**src/rtl/lsu_pkg.sv**
```systemverilog
// Shared types for the load/store unit: access-size encoding and FSM states.
package lsu_pkg;

  typedef enum logic [1:0] {
    SIZE_BYTE = 2'b00,
    SIZE_HALF = 2'b01,
    SIZE_WORD = 2'b10,
    SIZE_RSVD = 2'b11
  } lsu_size_e;

  typedef enum logic [2:0] {
    IDLE     = 3'd0,
    LOAD     = 3'd1,
    RMW_READ = 3'd2,
    WRITE    = 3'd3,
    RESP     = 3'd4
  } lsu_state_e;

endpackage

```
**src/rtl/lsu_align.sv**
```systemverilog
// Lane extraction with sign/zero extension for loads and lane merge for stores.
module lsu_align
  import lsu_pkg::*;
(
  input  lsu_size_e   size,
  input  logic        is_unsigned,
  input  logic [1:0]  lane,
  input  logic [31:0] word,
  input  logic [31:0] wdata,
  output logic [31:0] load_data,
  output logic [31:0] store_data
);

  logic [7:0]  byte_sel;
  logic [15:0] half_sel;

  always_comb begin
    byte_sel   = word[{lane, 3'b000} +: 8];
    half_sel   = lane[1] ? word[31:16] : word[15:0];
    load_data  = word;
    store_data = wdata;
    case (size)
      SIZE_BYTE: begin
        load_data  = is_unsigned ? {24'h0, byte_sel} : {{24{byte_sel[7]}}, byte_sel};
        store_data = word;
        store_data[{lane, 3'b000} +: 8] = wdata[7:0];
      end
      SIZE_HALF: begin
        load_data  = is_unsigned ? {16'h0, half_sel} : {{16{half_sel[15]}}, half_sel};
        store_data = word;
        store_data[{lane[1], 4'b0000} +: 16] = wdata[15:0];
      end
      default: ;
    endcase
  end

endmodule

```
**src/rtl/load_store_unit.sv**
```systemverilog
// Byte/half/word load-store unit over a word-wide memory without byte enables.
// Define LSU_MISALIGN_ERR_EN to turn misaligned half/word accesses into errors.
//
// state    | meaning
// IDLE     | ready for a request
// LOAD     | word address driven, read data captured at the edge
// RMW_READ | word read ahead of a sub-word store
// WRITE    | single-cycle write of the merged word
// RESP     | one-cycle response
module load_store_unit
  import lsu_pkg::*;
#(
  parameter int MEM_WORDS = 64
) (
  input  logic        clk,
  input  logic        rst_n,
  input  logic        req_valid,
  output logic        req_ready,
  input  logic        req_write,
  input  logic [1:0]  req_size,
  input  logic        req_unsigned,
  input  logic [31:0] req_addr,
  input  logic [31:0] req_wdata,
  output logic        resp_valid,
  output logic [31:0] resp_rdata,
  output logic        resp_err,
  output logic [31:0] mem_address,
  output logic [31:0] mem_write_data,
  output logic        mem_write_enable,
  input  logic [31:0] mem_read_data
);

  lsu_state_e state, state_nxt;
  lsu_size_e  req_size_e, size_q;
  logic [31:0] addr_fix, addr_q, wdata_q, word_q;
  logic [31:0] load_data, store_data;
  logic        req_bad, accept;
  logic        write_q, unsigned_q, err_q;

  assign req_size_e = lsu_size_e'(req_size);
  assign accept     = req_valid && (state == IDLE);

  always_comb begin
    addr_fix = req_addr;
    req_bad  = (req_size_e == SIZE_RSVD) || (req_addr[31:2] >= 30'(MEM_WORDS));
`ifdef LSU_MISALIGN_ERR_EN
    if ((req_size_e == SIZE_HALF && req_addr[0]) ||
        (req_size_e == SIZE_WORD && req_addr[1:0] != 2'b00))
      req_bad = 1'b1;
`else
    if (req_size_e == SIZE_HALF)
      addr_fix[0] = 1'b0;
    else if (req_size_e == SIZE_WORD)
      addr_fix[1:0] = 2'b00;
`endif
  end

  always_ff @(posedge clk or negedge rst_n) begin
    if (!rst_n)
      state <= IDLE;
    else
      state <= state_nxt;
  end

  always_comb begin
    state_nxt = state;
    case (state)
      IDLE: begin
        if (req_valid) begin
          if (req_bad)
            state_nxt = RESP;
          else if (!req_write)
            state_nxt = LOAD;
          else if (req_size_e == SIZE_WORD)
            state_nxt = WRITE;
          else
            state_nxt = RMW_READ;
        end
      end
      LOAD:     state_nxt = RESP;
      RMW_READ: state_nxt = WRITE;
      WRITE:    state_nxt = RESP;
      RESP:     state_nxt = IDLE;
      default:  state_nxt = IDLE;
    endcase
  end

  // Request fields are frozen at acceptance so the requester may move on.
  always_ff @(posedge clk or negedge rst_n) begin
    if (!rst_n) begin
      addr_q     <= '0;
      wdata_q    <= '0;
      size_q     <= SIZE_BYTE;
      write_q    <= 1'b0;
      unsigned_q <= 1'b0;
      err_q      <= 1'b0;
      word_q     <= '0;
    end else begin
      if (accept) begin
        addr_q     <= addr_fix;
        wdata_q    <= req_wdata;
        size_q     <= req_size_e;
        write_q    <= req_write;
        unsigned_q <= req_unsigned;
        err_q      <= req_bad;
      end
      if (state == LOAD || state == RMW_READ)
        word_q <= mem_read_data;
    end
  end

  lsu_align u_align (
    .size        (size_q),
    .is_unsigned (unsigned_q),
    .lane        (addr_q[1:0]),
    .word        (word_q),
    .wdata       (wdata_q),
    .load_data   (load_data),
    .store_data  (store_data)
  );

  // Outputs decode from the state register, so reset clears them asynchronously.
  always_comb begin
    req_ready        = (state == IDLE);
    mem_address      = '0;
    mem_write_data   = '0;
    mem_write_enable = 1'b0;
    resp_valid       = 1'b0;
    resp_err         = 1'b0;
    resp_rdata       = '0;
    case (state)
      LOAD, RMW_READ: mem_address = {addr_q[31:2], 2'b00};
      WRITE: begin
        mem_address      = {addr_q[31:2], 2'b00};
        mem_write_data   = store_data;
        mem_write_enable = 1'b1;
      end
      RESP: begin
        resp_valid = 1'b1;
        resp_err   = err_q;
        if (!err_q && !write_q)
          resp_rdata = load_data;
      end
      default: ;
    endcase
  end

endmodule

```
**config.mk**
```make
export PLATFORM = sky130hd
export DESIGN_NAME = load_store_unit
export DESIGN_NICKNAME = d
export VERILOG_FILES = /design/src/rtl/lsu_pkg.sv /design/src/rtl/lsu_align.sv /design/src/rtl/load_store_unit.sv
export SDC_FILE = /design/constraint.sdc
export NUM_CORES = 1
export LEC_CHECK = 0
export CORE_ASPECT_RATIO = 1.1
export CORE_MARGIN = 4
export CORE_UTILIZATION = 42
export DETAILED_ROUTE_END_ITERATION = 12
export GPL_TIMING_DRIVEN = 0
export PLACE_DENSITY = 0.75
export SETUP_SLACK_MARGIN = 0.5
export SYNTH_ARGS = -nofsm -noshare
export SYNTH_HDL_FRONTEND = slang
export SYNTH_SLANG_ARGS = --single-unit
```
**constraint.sdc**
```tcl
create_clock -name clk -period 2.7 [get_ports clk]
set_clock_uncertainty 0.1 [all_clocks]
set_input_delay 0.405 -clock clk [delete_from_list [all_inputs] [get_ports clk]]
set_output_delay 0.405 -clock clk [all_outputs]
set_load 0.02 [all_outputs]
```
* Word-level counts from Yosys, hierarchy flattened
Cells that the tools add are included.
** Word-level totals
- Input port bits :: 103
- Output and inout port bits :: 100
- Flip-flop bits (word level) :: 104
** Operators by class
- Multiplexer cells :: 22
- $lt $le $gt $ge :: 1
- Eq/ne operators :: 9
- Add/sub/neg operators :: 2
- Reduce and logical (&&, ||, !) cells :: 10
- Shift operators :: 5
** Operator list (count)
- $mux 32 :: 6
- $pmux 32 s2 :: 2
- $bwmux 32 :: 2
- $shift 16x7->32 const A :: 1
- $shift 8x7->32 const A :: 1
- $shiftx 16x7->32 :: 1
- $shiftx 32x6->8 :: 1
- $shiftx 8x7->32 :: 1
- $ge 30x7->1 const B :: 1
- $mux 16 :: 1
- $neg 5->7 :: 2
- $pmux 3 s3 :: 1
- $eq 3x2->1 const B :: 2
- $mux 1 :: 6
- $mux 3 :: 2
- $eq 2x1->1 const B :: 2
- $eq 2x2->1 const B :: 2
- $mux 2 :: 2
- $eq 3x1->1 const B :: 1
- $eq 3x3->1 const B :: 1
- $logic_not 3->1 :: 1
- $reduce_or 3->1 :: 1
- $logic_and 1x1->1 :: 2
- $logic_not 1->1 :: 2
- other kinds (4) :: 5

* Logic depth before layout (Yosys ltp)
- Word-level depth :: 6
- Depth in mapped cells :: 8

* Modules after synthesis
From an unflattened synthesis, not the netlist that was laid out.
** Unflattened totals
- Cells, all modules :: 647
- Area, all modules :: 6596.3 µm²
** By module, submodules not included
- load_store_unit :: area an instance 4699.5 µm², cells an instance 359, sequential area each 2602.5 µm², times used 1
- lsu_align :: area an instance 1896.8 µm², cells an instance 288, sequential area each 0.0 µm², times used 1

* Worst setup path before layout
No wires, ideal clock.
- Path kind :: reg2out
- Start point :: register addr_q[0]
- End point :: output mem_write_data[30]
- Arrival :: 2.416 ns
- Cell stages (with the launch flop) :: 9
- Data required time :: 2.195 ns
- Path slack :: -0.221 ns
- Cell sequence :: dfrtp_1 buf_2 inv_1 ha_1 nor4bb_1 clkbuf_1 a221oi_1 a211o_1 a21oi_1
** On the way
- Word-level cells in the longest chain between the ends :: 5
- Elaborated cells on any way between the ends :: 6
- Classes of those cells :: 1 x add/sub; 2 x shift; 3 x mux
** RTL lines
- from (decl) :: line load_store_unit.sv:35 : logic [31:0] addr_fix, addr_q, wdata_q, word_q;
- from (signal assigned) :: line load_store_unit.sv:100 : addr_q <= addr_fix;
- $neg 5->7 (*) :: line lsu_align.sv:26 : store_data[{lane, 3'b000} +: 8] = wdata[7:0];
- $shiftx 8x7->32 / $shift 8x7->32 (equally long branches) :: line lsu_align.sv:26
- $bwmux 32 (*) :: line lsu_align.sv:26
- $pmux 32 s2 (*) :: line lsu_align.sv:22 : case (size)
- $mux 32 (*) :: line load_store_unit.sv:131 : case (state)
- to (decl) :: line load_store_unit.sv:28 : output logic [31:0] mem_write_data,
Every way passes the cells marked *; elsewhere a longest branch is shown, timed or not.

* Worst setup path in the final report
- Start point :: register addr_q[1]
- End point :: output mem_write_data[25]
** On the way
- Word-level cells in the longest chain between the ends :: 5
- Elaborated cells on any way between the ends :: 10
- Classes of those cells :: 2 x add/sub; 4 x shift; 4 x mux
** RTL lines
- $neg 5->7 (on tied branches) :: line lsu_align.sv:31, lsu_align.sv:26
- $shiftx 16x7->32 (tied with other cells) :: line lsu_align.sv:31 : store_data[{lane[1], 4'b0000} +: 16] = wdata[15:0];
- $bwmux 32 (on tied branches) :: line lsu_align.sv:31, lsu_align.sv:26
- $pmux 32 s2 (*) :: line lsu_align.sv:22
- $mux 32 (*) :: line load_store_unit.sv:131
Marked as above.

==> summary.txt <==
Placed design
  • Placed cell area: 8680 µm²
  • Hpwl dp: 16900 µm
  • IO buf count: 200
  • Routability Congestion: 0.972

Clocking
  • Clock Sink Count: 104
  • TritonCTS clock tree: built
  • Total CTS buffers: 9
  • CTS HTree Levels: 3
  • Worst skew pair latency: 360 ps
  • Root Driver: clkbuf_16
  • Longest Clk Path Bufs: 2
  • Clk slew on worst S/H paths: 70 ps

Worst setup path
  • Worst Setup Path Type: reg2out
  • Crit path required time: 2190 ps
  • Worst setup SP type: register
  • Critical Path AT: 2440 ps
  • CP Capture Type: primary output
  • FF-to-FF path depth: 6
  • Worst-path fanout max: 8

Finish
  • Fin util: 74.5%
  • Diodes inserted: 0
  • Nets: 953
  • Register area: 2610 µm²
  • Share of cells above drive strength 1: 50.8%
  • Final Cell Area: 10300 µm²
  • Multi-input logic area: 4050 µm²
  • Fillcell total: 961
  • Area Overhead vs Synth: 73.6%

Flow run
  • MaxCap Viol Count: 0

STA
  • Sum Neg Setup Slack: -7190 ps
  • Setup violators final: 50
  • Max_slew headroom: 55.3%
  • Final Cycle Share: 109%
  • RSZ-0062 raised after global routing: yes
  • Max-slew violations: 0
  • Tmin final: 2950 ps
  • Endpoints failing hold: 0
  • Fmax: 339 MHz
  • Least-Margin Pin Slew: 668 ps
  • Setup ws final: -246 ps

Detailed routing
  • DR WL/cell: 24.6 µm
  • Vias/cell: 6.09
  • Routed Antenna Nets: 0
  • Via count: 6321
  • Final WL: 25500 µm
  • DRC: 0
  • Detailed Route Iter0 Violations: 554
  • DRT Pass-1 Iters: 8

Floorplanning
  • # IOs: 203
  • Die width: 121 µm
  • Die height: 133 µm
  • Starting density of the core: 42.9%
  • Die area: 16100 µm²
  • Rows: 45
  • Core area: 13900 µm²

Yosys
  • Post-synth EDFFs: 0
  • Yosys warnings: 0
  • Share of the synthesized area in the top cell type: 43.8%
  • Most frequent cell after synthesis: dfrtp_1
  • Commonest cells in the netlist: 104 x dfrtp_1, 82 x mux2_2, 42 x nor2_1
  • Area contributors post-synth: dfrtp_1 44%, mux2_2 16%, a221oi_1 4.7%, and2_1 3.5%, mux4_2 3.4%
  • Post-synthesis sequential area ratio: 43.8%
  • Ys async rst share: 100%
  • Register bit total from synthesis: 104
  • Ys flop type: dfrtp_1
  • Post-synth top area cell: dfrtp_1
  • Syn Inst Count: 571
  • Post-Syn Area: 5950 µm²
  • Synth Area per Inst: 10.4 µm²
  • Post-synthesis cell type count: 39

Pwr
  • Leakage: 4.39 nW
  • Pwr dens: 462 nW/µm²
  • Max VDD drop: 0.285 mV
  • Tot Pwr: 4.77 mW

GRT
  • Vias in the first global route: 6451
  • First-pass GRT wire length: 36600 µm
  • Initial antenna violation count: 0
  • Gr ovfl total: 0
  • Gr usage total: 29.2%
  • Maximum number of pins on one net before global-route repair: 71

Run status
  • Failing checks: setup timing
  • Status: finished with violations

Min path
  • Type of the most critical hold path: reg2reg
  • Cells on Worst Hold Path: 1
-- power breakdown --
part	internal, mW	switching [mW]
sequential	1.71	0.161
combinational	0.750	0.750
clock	0.797	0.600
-- stage by stage --
step / worst slack, ps / instances / hold slack [ps]
after CTS: -247 / 1012 / 404
final: -246 / 1038 / 399
after detailed placement: -482 / 961 / 294
after global routing: -296 / 1038 / 420
after floorplan: 354 / 572 / 9.41
after global placement: -3060 / 960 / 381
-- critical path, cell delays in order, from the launching register on --
cell,delay (ps)
dfrtp_2,440
inv_2,100
buf_8,120
ha_4,210
nor4bb_4,300
buf_6,190
a221oi_2,60
a211o_1,350
a21oi_4,170
buf_6,130
-- logic make-up after synthesis --
| family | Yosys count | synth area share, % |
|---|---|---|
| AO/OA/AOI/OAI | 133 | 16.2 |
| AND/OR/NAND/NOR | 157 | 13.0 |
| buffers and inverters | 70 | 5.37 |
| adder cells (fa/ha/maj) | 5 | 1.05 |
| multiplexers | 100 | 20.5 |
| other | 1 | 0.0631 |
| XOR/XNOR | 1 | 0.147 |
| flip-flops | 104 | 43.8 |
-- cell usage in the layout, fill, tap and decap left out, types with 13 or more instances in the layout --
cell type | Yosys | final
a21oi_4 | 0 | 26
a221oi_2 | 0 | 16
and2_1 | 33 | 33
buf_2 | 12 | 33
buf_4 | 9 | 64
buf_6 | 1 | 67
clkbuf_16 | 0 | 13
clkdlybuf4s50_1 | 0 | 101
dfrtp_1 | 104 | 101
inv_1 | 25 | 23
mux2_2 | 82 | 82
nand2_1 | 35 | 32
nor2_1 | 42 | 22
nor2_2 | 0 | 13
nor3_2 | 0 | 20
o21ai_0 | 27 | 27
-- state kept, by name, indices dropped and copies added (netlist names) --
name and count:
unsigned_q 1, state 3, word_q 32, size_q 2, err_q 1, write_q 1
addr_q 32, wdata_q 32
-- layer usage --
layer,vias to the layer above,track usage [%],part of all wire [%]
met1,3120,34.9,35
met2,432,48.7,49
met5,-,0,0
li1,2659,-,-
met4,0,14.4,5.3
met3,110,7.61,10
-- final timing paths --
kind                            slack [ps]                     end                   from
worst max-delay path                  -250      mem_write_data[25]  addr_q[1]$_DFFE_PN0P_
worst min-delay path                   400   addr_q[6]$_DFFE_PN0P_  addr_q[6]$_DFFE_PN0P_
worst max register to register         590  wdata_q[0]$_DFFE_PN0P_   state[2]$_DFFE_PN0P_
worst min register to register         400   addr_q[6]$_DFFE_PN0P_  addr_q[6]$_DFFE_PN0P_
max in group asynchronous             1330  addr_q[14]$_DFFE_PN0P_                  rst_n
min in group asynchronous              450   word_q[2]$_DFFE_PN0P_                  rst_n
-- final cells by class --
| cell class | count | share of cell area [%] |
|---|---|---|
| buffer | 45 | 4.29 |
| clock buffer | 14 | 2.65 |
| clock inverter | 2 | 0.364 |
| inverter | 25 | 1.03 |
| multi-input combinational | 398 | 39.2 |
| sequential | 104 | 25.3 |
| tap | 188 | 2.28 |
| timing repair buffer | 262 | 24.9 |
-- timing repair --
item | 4_1_cts | 5_1_grt
gates cloned | 0 | 4
hold endpoints to repair | 34 | 0
pin swaps | 31 | 41
endpoints found under the setup margin | 98 | 95
gates resized for setup | 580 | 108
setup buffers | 34 | 22
hold buffers | 1 | 0
Power figures use the tool's default switching activity.
